[src/rtl/idex_pkg.sv]
// Shared definitions for the ID/EX forwarding pipe: state encoding, NOP word, counter width.
// Latency: n/a (package only).
// Backpressure: n/a. Optional multicycle state is guarded by IDEX_MULTICYCLE_EN.
package idex_pkg;

  localparam int HAZ_CNT_W = 32;

  // addi x0,x0,0 -- what the held IR reads after reset or flush
  localparam logic [31:0] NOP_INSN = 32'h0000_0013;

`ifdef IDEX_MULTICYCLE_EN
  typedef enum logic [1:0] {
    ST_EMPTY   = 2'd0,
    ST_FULL    = 2'd1,
    ST_MC_WAIT = 2'd2
  } state_t;
`else
  typedef enum logic [1:0] {
    ST_EMPTY = 2'd0,
    ST_FULL  = 2'd1
  } state_t;
`endif

endpackage

[src/rtl/idex_fwd_pipe_if.sv]
// Bundle of upstream, forwarding, downstream and status signals of the ID/EX pipe.
// Latency: n/a (wiring only).
// Backpressure: valid/ready on both sides. Multicycle signals exist only with IDEX_MULTICYCLE_EN.
interface idex_fwd_pipe_if
  import idex_pkg::*;
#(
  parameter int XLEN    = 32,
  parameter int NUM_FWD = 3,
  parameter int RADDR_W = 5
);
  logic                              id_valid_i;
  logic                              id_ready_o;
  logic [XLEN-1:0]                   id_pc_i;
  logic [XLEN-1:0]                   id_ir_i;
  logic [XLEN-1:0]                   id_rs1_data_i;
  logic [XLEN-1:0]                   id_rs2_data_i;
  logic [XLEN-1:0]                   id_imm_i;
  logic                              id_uses_rs1_i;
  logic                              id_uses_rs2_i;
  logic [NUM_FWD-1:0]                fwd_valid_i;
  logic [NUM_FWD-1:0][RADDR_W-1:0]   fwd_rd_i;
  logic [NUM_FWD-1:0][XLEN-1:0]      fwd_data_i;
  logic [NUM_FWD-1:0]                fwd_avail_i;
  logic                              ex_valid_o;
  logic                              ex_ready_i;
  logic [XLEN-1:0]                   ex_pc_o;
  logic [XLEN-1:0]                   ex_ir_o;
  logic [XLEN-1:0]                   ex_op_a_o;
  logic [XLEN-1:0]                   ex_op_b_o;
  logic [XLEN-1:0]                   ex_imm_o;
  logic                              flush_i;
  logic [HAZ_CNT_W-1:0]              hazard_cycles_o;
`ifdef IDEX_MULTICYCLE_EN
  logic                              id_is_mc_i;
  logic                              mc_start_o;
  logic                              mc_done_i;
`endif

  // Environment side: drives instructions, forwarding state and the downstream ready
  modport master (
`ifdef IDEX_MULTICYCLE_EN
    output id_is_mc_i, mc_done_i,
    input  mc_start_o,
`endif
    output id_valid_i, id_pc_i, id_ir_i, id_rs1_data_i, id_rs2_data_i, id_imm_i,
    output id_uses_rs1_i, id_uses_rs2_i,
    output fwd_valid_i, fwd_rd_i, fwd_data_i, fwd_avail_i,
    output ex_ready_i, flush_i,
    input  id_ready_o, ex_valid_o, ex_pc_o, ex_ir_o, ex_op_a_o, ex_op_b_o, ex_imm_o,
    input  hazard_cycles_o
  );

  // Pipe side
  modport slave (
`ifdef IDEX_MULTICYCLE_EN
    input  id_is_mc_i, mc_done_i,
    output mc_start_o,
`endif
    input  id_valid_i, id_pc_i, id_ir_i, id_rs1_data_i, id_rs2_data_i, id_imm_i,
    input  id_uses_rs1_i, id_uses_rs2_i,
    input  fwd_valid_i, fwd_rd_i, fwd_data_i, fwd_avail_i,
    input  ex_ready_i, flush_i,
    output id_ready_o, ex_valid_o, ex_pc_o, ex_ir_o, ex_op_a_o, ex_op_b_o, ex_imm_o,
    output hazard_cycles_o
  );

endinterface

[src/rtl/fwd_select.sv]
// Resolves one source operand against the forwarding sources; index 0 is youngest and wins.
// Latency: combinational.
// Backpressure: flags hazard when the winning source has not produced its result yet.
module fwd_select #(
  parameter int XLEN    = 32,
  parameter int NUM_FWD = 3,
  parameter int RADDR_W = 5
) (
  input  logic                            uses,
  input  logic [RADDR_W-1:0]              rs,
  input  logic [XLEN-1:0]                 held,
  input  logic [NUM_FWD-1:0]              fwd_valid,
  input  logic [NUM_FWD-1:0][RADDR_W-1:0] fwd_rd,
  input  logic [NUM_FWD-1:0][XLEN-1:0]    fwd_data,
  input  logic [NUM_FWD-1:0]              fwd_avail,
  output logic [XLEN-1:0]                 data,
  output logic                            hazard
);

  logic found;

  // Priority search, youngest first; x0 is hardwired zero and never forwarded
  always_comb begin
    data   = held;
    hazard = 1'b0;
    found  = 1'b0;
    if (uses) begin
      if (rs == '0) begin
        data = '0;
      end else begin
        for (int i = 0; i < NUM_FWD; i++) begin
          if (!found && fwd_valid[i] && (fwd_rd[i] == rs)) begin
            found  = 1'b1;
            data   = fwd_data[i];
            hazard = !fwd_avail[i];
          end
        end
      end
    end
  end

endmodule

[src/rtl/idex_fwd_pipe.sv]
// One-entry ID/EX register with operand forwarding, load-use interlock and hazard counter.
// Latency: 1 cycle capture-to-issue; back-to-back issue with no bubble when downstream is ready.
// Backpressure: id_ready_o drops while the entry is held; IDEX_MULTICYCLE_EN adds a multicycle wait state.
module idex_fwd_pipe
  import idex_pkg::*;
#(
  parameter int XLEN    = 32,
  parameter int NUM_FWD = 3,
  parameter int RADDR_W = 5
) (
  input  logic           clk,
  input  logic           rst,
  idex_fwd_pipe_if.slave bus
);

  state_t               state;
  logic [XLEN-1:0]      pc_q, ir_q, a_q, b_q, imm_q;
  logic                 uses1_q, uses2_q;
  logic [XLEN-1:0]      res_a, res_b;
  logic                 haz_a, haz_b;
  logic                 full, hazard, ex_valid, handoff, id_ready, capture;
  logic [HAZ_CNT_W-1:0] haz_cnt;
`ifdef IDEX_MULTICYCLE_EN
  logic                 is_mc_q, mc_done_q, mc_start_q;
`endif

  fwd_select #(.XLEN(XLEN), .NUM_FWD(NUM_FWD), .RADDR_W(RADDR_W)) u_sel_a (
    .uses      (uses1_q),
    .rs        (ir_q[15 +: RADDR_W]),
    .held      (a_q),
    .fwd_valid (bus.fwd_valid_i),
    .fwd_rd    (bus.fwd_rd_i),
    .fwd_data  (bus.fwd_data_i),
    .fwd_avail (bus.fwd_avail_i),
    .data      (res_a),
    .hazard    (haz_a)
  );

  fwd_select #(.XLEN(XLEN), .NUM_FWD(NUM_FWD), .RADDR_W(RADDR_W)) u_sel_b (
    .uses      (uses2_q),
    .rs        (ir_q[20 +: RADDR_W]),
    .held      (b_q),
    .fwd_valid (bus.fwd_valid_i),
    .fwd_rd    (bus.fwd_rd_i),
    .fwd_data  (bus.fwd_data_i),
    .fwd_avail (bus.fwd_avail_i),
    .data      (res_b),
    .hazard    (haz_b)
  );

  // Handshake decode; a multicycle entry is only issuable once its unit reports done
  assign full   = (state == ST_FULL);
  assign hazard = full && (haz_a || haz_b);
`ifdef IDEX_MULTICYCLE_EN
  assign ex_valid = full && !hazard && (!is_mc_q || mc_done_q);
`else
  assign ex_valid = full && !hazard;
`endif
  assign handoff  = ex_valid && bus.ex_ready_i;
  assign id_ready = (state == ST_EMPTY) || handoff;
  assign capture  = bus.id_valid_i && id_ready && !bus.flush_i;

  assign bus.id_ready_o      = id_ready;
  assign bus.ex_valid_o      = ex_valid;
  assign bus.ex_pc_o         = pc_q;
  assign bus.ex_ir_o         = ir_q;
  assign bus.ex_op_a_o       = res_a;
  assign bus.ex_op_b_o       = res_b;
  assign bus.ex_imm_o        = imm_q;
  assign bus.hazard_cycles_o = haz_cnt;
`ifdef IDEX_MULTICYCLE_EN
  assign bus.mc_start_o      = mc_start_q;
`endif

  // Entry state machine: flush beats capture beats hand-off; a held entry keeps refreshing
  // its operands so forwarded data outlives the producing stage
  always_ff @(posedge clk or posedge rst) begin
    if (rst) begin
      state   <= ST_EMPTY;
      pc_q    <= '0;
      ir_q    <= XLEN'(NOP_INSN);
      a_q     <= '0;
      b_q     <= '0;
      imm_q   <= '0;
      uses1_q <= 1'b0;
      uses2_q <= 1'b0;
`ifdef IDEX_MULTICYCLE_EN
      is_mc_q    <= 1'b0;
      mc_done_q  <= 1'b0;
      mc_start_q <= 1'b0;
`endif
    end else begin
`ifdef IDEX_MULTICYCLE_EN
      mc_start_q <= 1'b0;
`endif
      if (bus.flush_i) begin
        state   <= ST_EMPTY;
        ir_q    <= XLEN'(NOP_INSN);
        uses1_q <= 1'b0;
        uses2_q <= 1'b0;
`ifdef IDEX_MULTICYCLE_EN
        is_mc_q   <= 1'b0;
        mc_done_q <= 1'b0;
`endif
      end else if (capture) begin
        state   <= ST_FULL;
        pc_q    <= bus.id_pc_i;
        ir_q    <= bus.id_ir_i;
        a_q     <= bus.id_rs1_data_i;
        b_q     <= bus.id_rs2_data_i;
        imm_q   <= bus.id_imm_i;
        uses1_q <= bus.id_uses_rs1_i;
        uses2_q <= bus.id_uses_rs2_i;
`ifdef IDEX_MULTICYCLE_EN
        is_mc_q   <= bus.id_is_mc_i;
        mc_done_q <= 1'b0;
`endif
      end else if (handoff) begin
        state <= ST_EMPTY;
      end else if (state != ST_EMPTY) begin
        // an operand still waiting on its producer keeps its old held value
        a_q <= haz_a ? a_q : res_a;
        b_q <= haz_b ? b_q : res_b;
`ifdef IDEX_MULTICYCLE_EN
        if (full && is_mc_q && !mc_done_q && !hazard) begin
          state      <= ST_MC_WAIT;
          mc_start_q <= 1'b1;
        end else if ((state == ST_MC_WAIT) && bus.mc_done_i) begin
          state     <= ST_FULL;
          mc_done_q <= 1'b1;
        end
`endif
      end
    end
  end

  // Interlock cycle counter, sticks at all-ones
  always_ff @(posedge clk or posedge rst) begin
    if (rst) begin
      haz_cnt <= '0;
    end else if (hazard && (haz_cnt != '1)) begin
      haz_cnt <= haz_cnt + 1'b1;
    end
  end

endmodule

[src/flat_wrapper.sv]
// flat-port wrapper written by rule: the top's interface ports become plain ports
module idex_fwd_pipe_flat import idex_pkg::*;
#(
  parameter int XLEN    = 32,
  parameter int NUM_FWD = 3,
  parameter int RADDR_W = 5
)
  (clk, rst, bus_id_valid_i, bus_id_pc_i, bus_id_ir_i, bus_id_rs1_data_i, bus_id_rs2_data_i, bus_id_imm_i, bus_id_uses_rs1_i, bus_id_uses_rs2_i, bus_fwd_valid_i, bus_fwd_rd_i, bus_fwd_data_i, bus_fwd_avail_i, bus_ex_ready_i, bus_flush_i, bus_id_ready_o, bus_ex_valid_o, bus_ex_pc_o, bus_ex_ir_o, bus_ex_op_a_o, bus_ex_op_b_o, bus_ex_imm_o, bus_hazard_cycles_o);
  idex_fwd_pipe_if #(.XLEN(XLEN), .NUM_FWD(NUM_FWD), .RADDR_W(RADDR_W)) bus_i ();
  input  logic clk;
  input  logic rst;
  input wire logic [$bits(bus_i.id_valid_i)-1:0] bus_id_valid_i;
  input wire logic [$bits(bus_i.id_pc_i)-1:0] bus_id_pc_i;
  input wire logic [$bits(bus_i.id_ir_i)-1:0] bus_id_ir_i;
  input wire logic [$bits(bus_i.id_rs1_data_i)-1:0] bus_id_rs1_data_i;
  input wire logic [$bits(bus_i.id_rs2_data_i)-1:0] bus_id_rs2_data_i;
  input wire logic [$bits(bus_i.id_imm_i)-1:0] bus_id_imm_i;
  input wire logic [$bits(bus_i.id_uses_rs1_i)-1:0] bus_id_uses_rs1_i;
  input wire logic [$bits(bus_i.id_uses_rs2_i)-1:0] bus_id_uses_rs2_i;
  input wire logic [$bits(bus_i.fwd_valid_i)-1:0] bus_fwd_valid_i;
  input wire logic [$bits(bus_i.fwd_rd_i)-1:0] bus_fwd_rd_i;
  input wire logic [$bits(bus_i.fwd_data_i)-1:0] bus_fwd_data_i;
  input wire logic [$bits(bus_i.fwd_avail_i)-1:0] bus_fwd_avail_i;
  input wire logic [$bits(bus_i.ex_ready_i)-1:0] bus_ex_ready_i;
  input wire logic [$bits(bus_i.flush_i)-1:0] bus_flush_i;
  output wire logic [$bits(bus_i.id_ready_o)-1:0] bus_id_ready_o;
  output wire logic [$bits(bus_i.ex_valid_o)-1:0] bus_ex_valid_o;
  output wire logic [$bits(bus_i.ex_pc_o)-1:0] bus_ex_pc_o;
  output wire logic [$bits(bus_i.ex_ir_o)-1:0] bus_ex_ir_o;
  output wire logic [$bits(bus_i.ex_op_a_o)-1:0] bus_ex_op_a_o;
  output wire logic [$bits(bus_i.ex_op_b_o)-1:0] bus_ex_op_b_o;
  output wire logic [$bits(bus_i.ex_imm_o)-1:0] bus_ex_imm_o;
  output wire logic [$bits(bus_i.hazard_cycles_o)-1:0] bus_hazard_cycles_o;
  assign bus_i.id_valid_i = bus_id_valid_i;
  assign bus_i.id_pc_i = bus_id_pc_i;
  assign bus_i.id_ir_i = bus_id_ir_i;
  assign bus_i.id_rs1_data_i = bus_id_rs1_data_i;
  assign bus_i.id_rs2_data_i = bus_id_rs2_data_i;
  assign bus_i.id_imm_i = bus_id_imm_i;
  assign bus_i.id_uses_rs1_i = bus_id_uses_rs1_i;
  assign bus_i.id_uses_rs2_i = bus_id_uses_rs2_i;
  assign bus_i.fwd_valid_i = bus_fwd_valid_i;
  assign bus_i.fwd_rd_i = bus_fwd_rd_i;
  assign bus_i.fwd_data_i = bus_fwd_data_i;
  assign bus_i.fwd_avail_i = bus_fwd_avail_i;
  assign bus_i.ex_ready_i = bus_ex_ready_i;
  assign bus_i.flush_i = bus_flush_i;
  assign bus_id_ready_o = bus_i.id_ready_o;
  assign bus_ex_valid_o = bus_i.ex_valid_o;
  assign bus_ex_pc_o = bus_i.ex_pc_o;
  assign bus_ex_ir_o = bus_i.ex_ir_o;
  assign bus_ex_op_a_o = bus_i.ex_op_a_o;
  assign bus_ex_op_b_o = bus_i.ex_op_b_o;
  assign bus_ex_imm_o = bus_i.ex_imm_o;
  assign bus_hazard_cycles_o = bus_i.hazard_cycles_o;
  idex_fwd_pipe #(.XLEN(XLEN), .NUM_FWD(NUM_FWD), .RADDR_W(RADDR_W)) u_core (.clk(clk), .rst(rst), .bus(bus_i));
endmodule
[config.mk]
export PLATFORM = sky130hd
export DESIGN_NAME = idex_fwd_pipe_flat
export DESIGN_NICKNAME = d
export VERILOG_FILES = /design/src/rtl/idex_pkg.sv /design/src/rtl/idex_fwd_pipe_if.sv /design/src/rtl/fwd_select.sv /design/src/rtl/idex_fwd_pipe.sv /design/src/flat_wrapper.sv
export SDC_FILE = /design/constraint.sdc
export NUM_CORES = 1
export LEC_CHECK = 0
export CAP_MARGIN = 5
export CORE_AREA = 2 2 186 188
export CTS_CLUSTER_DIAMETER = 100
export DETAILED_ROUTE_END_ITERATION = 8
export DIE_AREA = 0 0 188 190
export PLACE_DENSITY = 0.69
export SETUP_SLACK_MARGIN = 0.4
export SYNTH_ARGS = -nofsm -noshare
export SYNTH_HDL_FRONTEND = slang
export SYNTH_SLANG_ARGS = --single-unit
export TNS_END_PERCENT = 30
[constraint.sdc]
create_clock -name clk -period 10.4 [get_ports clk]
set_clock_uncertainty 0.15 [all_clocks]
set_input_delay 3.12 -clock clk [delete_from_list [all_inputs] [get_ports clk]]
set_output_delay 3.12 -clock clk [all_outputs]
set_load 0.03 [all_outputs]
==> impl_metrics.env <==
export IMPL_status="finished clean"
export IMPL_wl_met1_mm=17.33
export IMPL_netlist_area_um2=11620
export IMPL_start_util_pct=34.23
export IMPL_num_rows=68
export IMPL_async_flop_share_pct=100.0
export IMPL_hold_viol_final=0
export IMPL_peakVddDrop_v=0.0001006
export IMPL_setup_tns_ns=0
export IMPL_slew_violations=0
export IMPL_synth_top_area_share_pct=41.35
export IMPL_clock_sinks=195
export IMPL_startpoint_type="primary input"
export IMPL_mostFrequentLayoutCell="clkdlybuf4s50_1"
export IMPL_avgSynthCellArea_um2=9.715
export IMPL_numCtsBuffers=17
export IMPL_critPathCaptureType="output pin"
export IMPL_grt_antenna_before_repair=5
export IMPL_crit_top_cell="clkdlybuf4s50_1"
export IMPL_wl_per_cell_um=20.59
export IMPL_route_detailed_drc=0
export IMPL_final_period_utilization_pct=92.47
export IMPL_drtIter0Drc=714
export IMPL_yosysUniqueCellTypes=52
export IMPL_path_class="primary input to output pin"
export IMPL_placedInstanceArea_um2=16650
export IMPL_hold_buffers=0
export IMPL_clkSlewWorstSetupHoldPaths_ns=0.08
export IMPL_clock_root_buffer="clkbuf_16"
export IMPL_numPortBuffers=477
export IMPL_grt_ovfl_total=0
export IMPL_fmax_mhz=104.0
export IMPL_die_w_um=188
export IMPL_drive_gt1_share_pct=9.024
export IMPL_n_fill_cell=3062
export IMPL_grt_pass1_wl_mm=66.06
export IMPL_cap_violations=0
export IMPL_topRoutingLayerUsed="met4"
export IMPL_hold_path_class="flip-flop to flip-flop"
export IMPL_rsz0062_at_grt="no"
export IMPL_insertion_delay_ns=0.45
export IMPL_seq_area_frac_synth_pct=42.03
export IMPL_pre_cts_slack_ns=0.8103
export IMPL_yosys_warnings=0
export IMPL_final_cell_mix="clkdlybuf4s50_1 (477), nand2_1 (209), dfrtp_1 (192), nor2_1 (121), mux2i_1 (95)"
export IMPL_grt_max_degree=124
export IMPL_firstDrtPassIters=5
export IMPL_worstPathCellList="clkdlybuf4s50_1, xor2_1, nor3_2, and3_2, nor2_1, a31oi_4, buf_4, a221o_1, clkdlybuf4s50_1"
export IMPL_netlist_top_cells_area="dfrtp_1 (41%), mux2i_1 (8.2%), mux2_4 (7.2%)"
export IMPL_crit_path_max_incr_delay_ns=0.76
export IMPL_place_hpwl_mm=31.89
export IMPL_synth_fp_nets=1481
export IMPL_grt_pass1_vias=11301
export IMPL_p_leak_uw=0.007190
export IMPL_worst_slack_ns=0.7827
export IMPL_critPathSlowestCell="a31oi_4"
export IMPL_synthToLayoutAreaGrowth_pct=48.49
export IMPL_finalSetupViolCount=0
export IMPL_routabilityCongestion=0.9126
export IMPL_dieArea_um2=35720
export IMPL_io_pins=478
export IMPL_clockBufferDepth=2
export IMPL_powerDensity_nw_per_um2=154.4
export IMPL_tightest_slew_ns=1.200
export IMPL_cts_resized=0
export IMPL_dieHeight_um=190
export IMPL_grt_usage_pct=23.93
export IMPL_path_max_fanout=22
export IMPL_maxSlewHeadroom_pct=19.99
export IMPL_dr_wl_met3_mm=3.000
export IMPL_htree_levels=4
export IMPL_synthCells=1196
export IMPL_worstPathRequired_ns=7.13
export IMPL_synth_ff_type="dfrtp_1"
export IMPL_worst_path_buf_inv=3
export IMPL_post_cts_buffers=0
export IMPL_cts_tree="built"
export IMPL_vias=10827
export IMPL_synth_edf_count=0
export IMPL_ant_nets=0
export IMPL_nNetsFinal=1912
export IMPL_wl_met2_mm=21.49
export IMPL_fin_crit_ns=9.617
export IMPL_critPathTopFamily="buffers and inverters"
export IMPL_viasPerCell=5.153
export IMPL_arrival_ns=6.35
export IMPL_final_cell_area_um2=17250
export IMPL_ys_ff_latch=195
export IMPL_routed_wl_mm=43.25
export IMPL_synth_top_cell_by_area="dfrtp_1"
export IMPL_core_area_um2=33950
-- synthesized netlist by cell type, types with 21 or more instances --
library cell  number
xnor2_1           22
mux2i_1           95
nor2b_1           65
a31oi_1           66
nor2_1           121
o21ai_1           66
a221o_1           66
clkbuf_1          47
dfrtp_1          192
xor2_1            39
nand3_1           21
nand2_1          209
mux2_4            56
-- where the power goes --
part / internal (uW) / switching [uW]
Clock: 360 / 313
Combinational: 499 / 543
Sequential: 867 / 80.0
-- layout make-up --
cell class | count | area (um2) | area share [%]
clock buffers | 19 | 432.9 | 2.509
clock inverters | 13 | 155.1 | 0.8993
diodes | 6 | 15.01 | 0.08703
well taps | 455 | 569.3 | 3.300
repair buffers | 499 | 4940 | 28.63
flip-flops and latches | 195 | 4883 | 28.31
inverters | 10 | 45.04 | 0.2611
multi-input cells | 904 | 6212 | 36.01
-- final timing paths --
kind,slack (ns),to,depth (start not counted),from
hold / removal,0.35,u_core.bus.hazard_cycles_o[26]$_DFFE_PP0P_,1,u_core.bus.hazard_cycles_o[26]$_DFFE_PP0P_
hold reg to reg,0.35,u_core.bus.hazard_cycles_o[26]$_DFFE_PP0P_,1,u_core.bus.hazard_cycles_o[26]$_DFFE_PP0P_
setup / recovery,0.78,bus_ex_op_b_o[16],9,bus_fwd_rd_i[8]
setup reg to reg,6.21,u_core.b_q[23]$_DFFE_PP0P_,10,u_core.bus.ex_ir_o[20]$_DFFE_PP0P_
min in group asynchronous,3.12,u_core.bus.ex_pc_o[15]$_DFFE_PP0P_,2,rst
max in group asynchronous,5.42,u_core.bus.hazard_cycles_o[12]$_DFFE_PP0P_,3,rst
-- cell families (layout without fill, tap and decap cells) --
logic type                 Yosys count  after routing  share of synthesized area, %
AOI/OAI and AO/OA                  213            213                         13.62
muxes                              160            160                         16.29
and+or+nand+nor                    469            469                         18.32
buffers and inverters               97            541                         5.029
xor gates and xnor gates            61             61                         4.598
adders and majority gates            1              1                        0.1077
DFF                                195            195                         42.03
other                                0              6                             0
-- through the flow --
stage | hold WS (ns) | std cells | utilization (%) | power, uW
after CTS | 0.3480 | 2095 | 50.78 | 2684
final | 0.3457 | 2101 | 50.82 | 2663
after global placement | 0.3273 | 2063 | 49.05 | 1992
after floorplan | 0.3195 | 1196 | - | 1551
after global routing | 0.3689 | 2100 | 50.81 | 2789
after detailed placement | 0.3306 | 2063 | 49.05 | 2001
-- per-layer routing --
layer,vias up,GRT usage (%)
li1,5079,-
met1,5185,29.08
met2,476,40.76
met3,87,5.608
met4,0,9.994
met5,-,0
-- state kept, by name (all words and copies together), names as in the netlist --
name	count
u_core.a_q	32
u_core.b_q	32
u_core.bus.ex_imm_o	32
u_core.bus.ex_ir_o	32
u_core.bus.ex_pc_o	32
u_core.bus.hazard_cycles_o	32
u_core.state	1
u_core.uses1_q	1
u_core.uses2_q	1
Power figures use the tool's default switching activity.
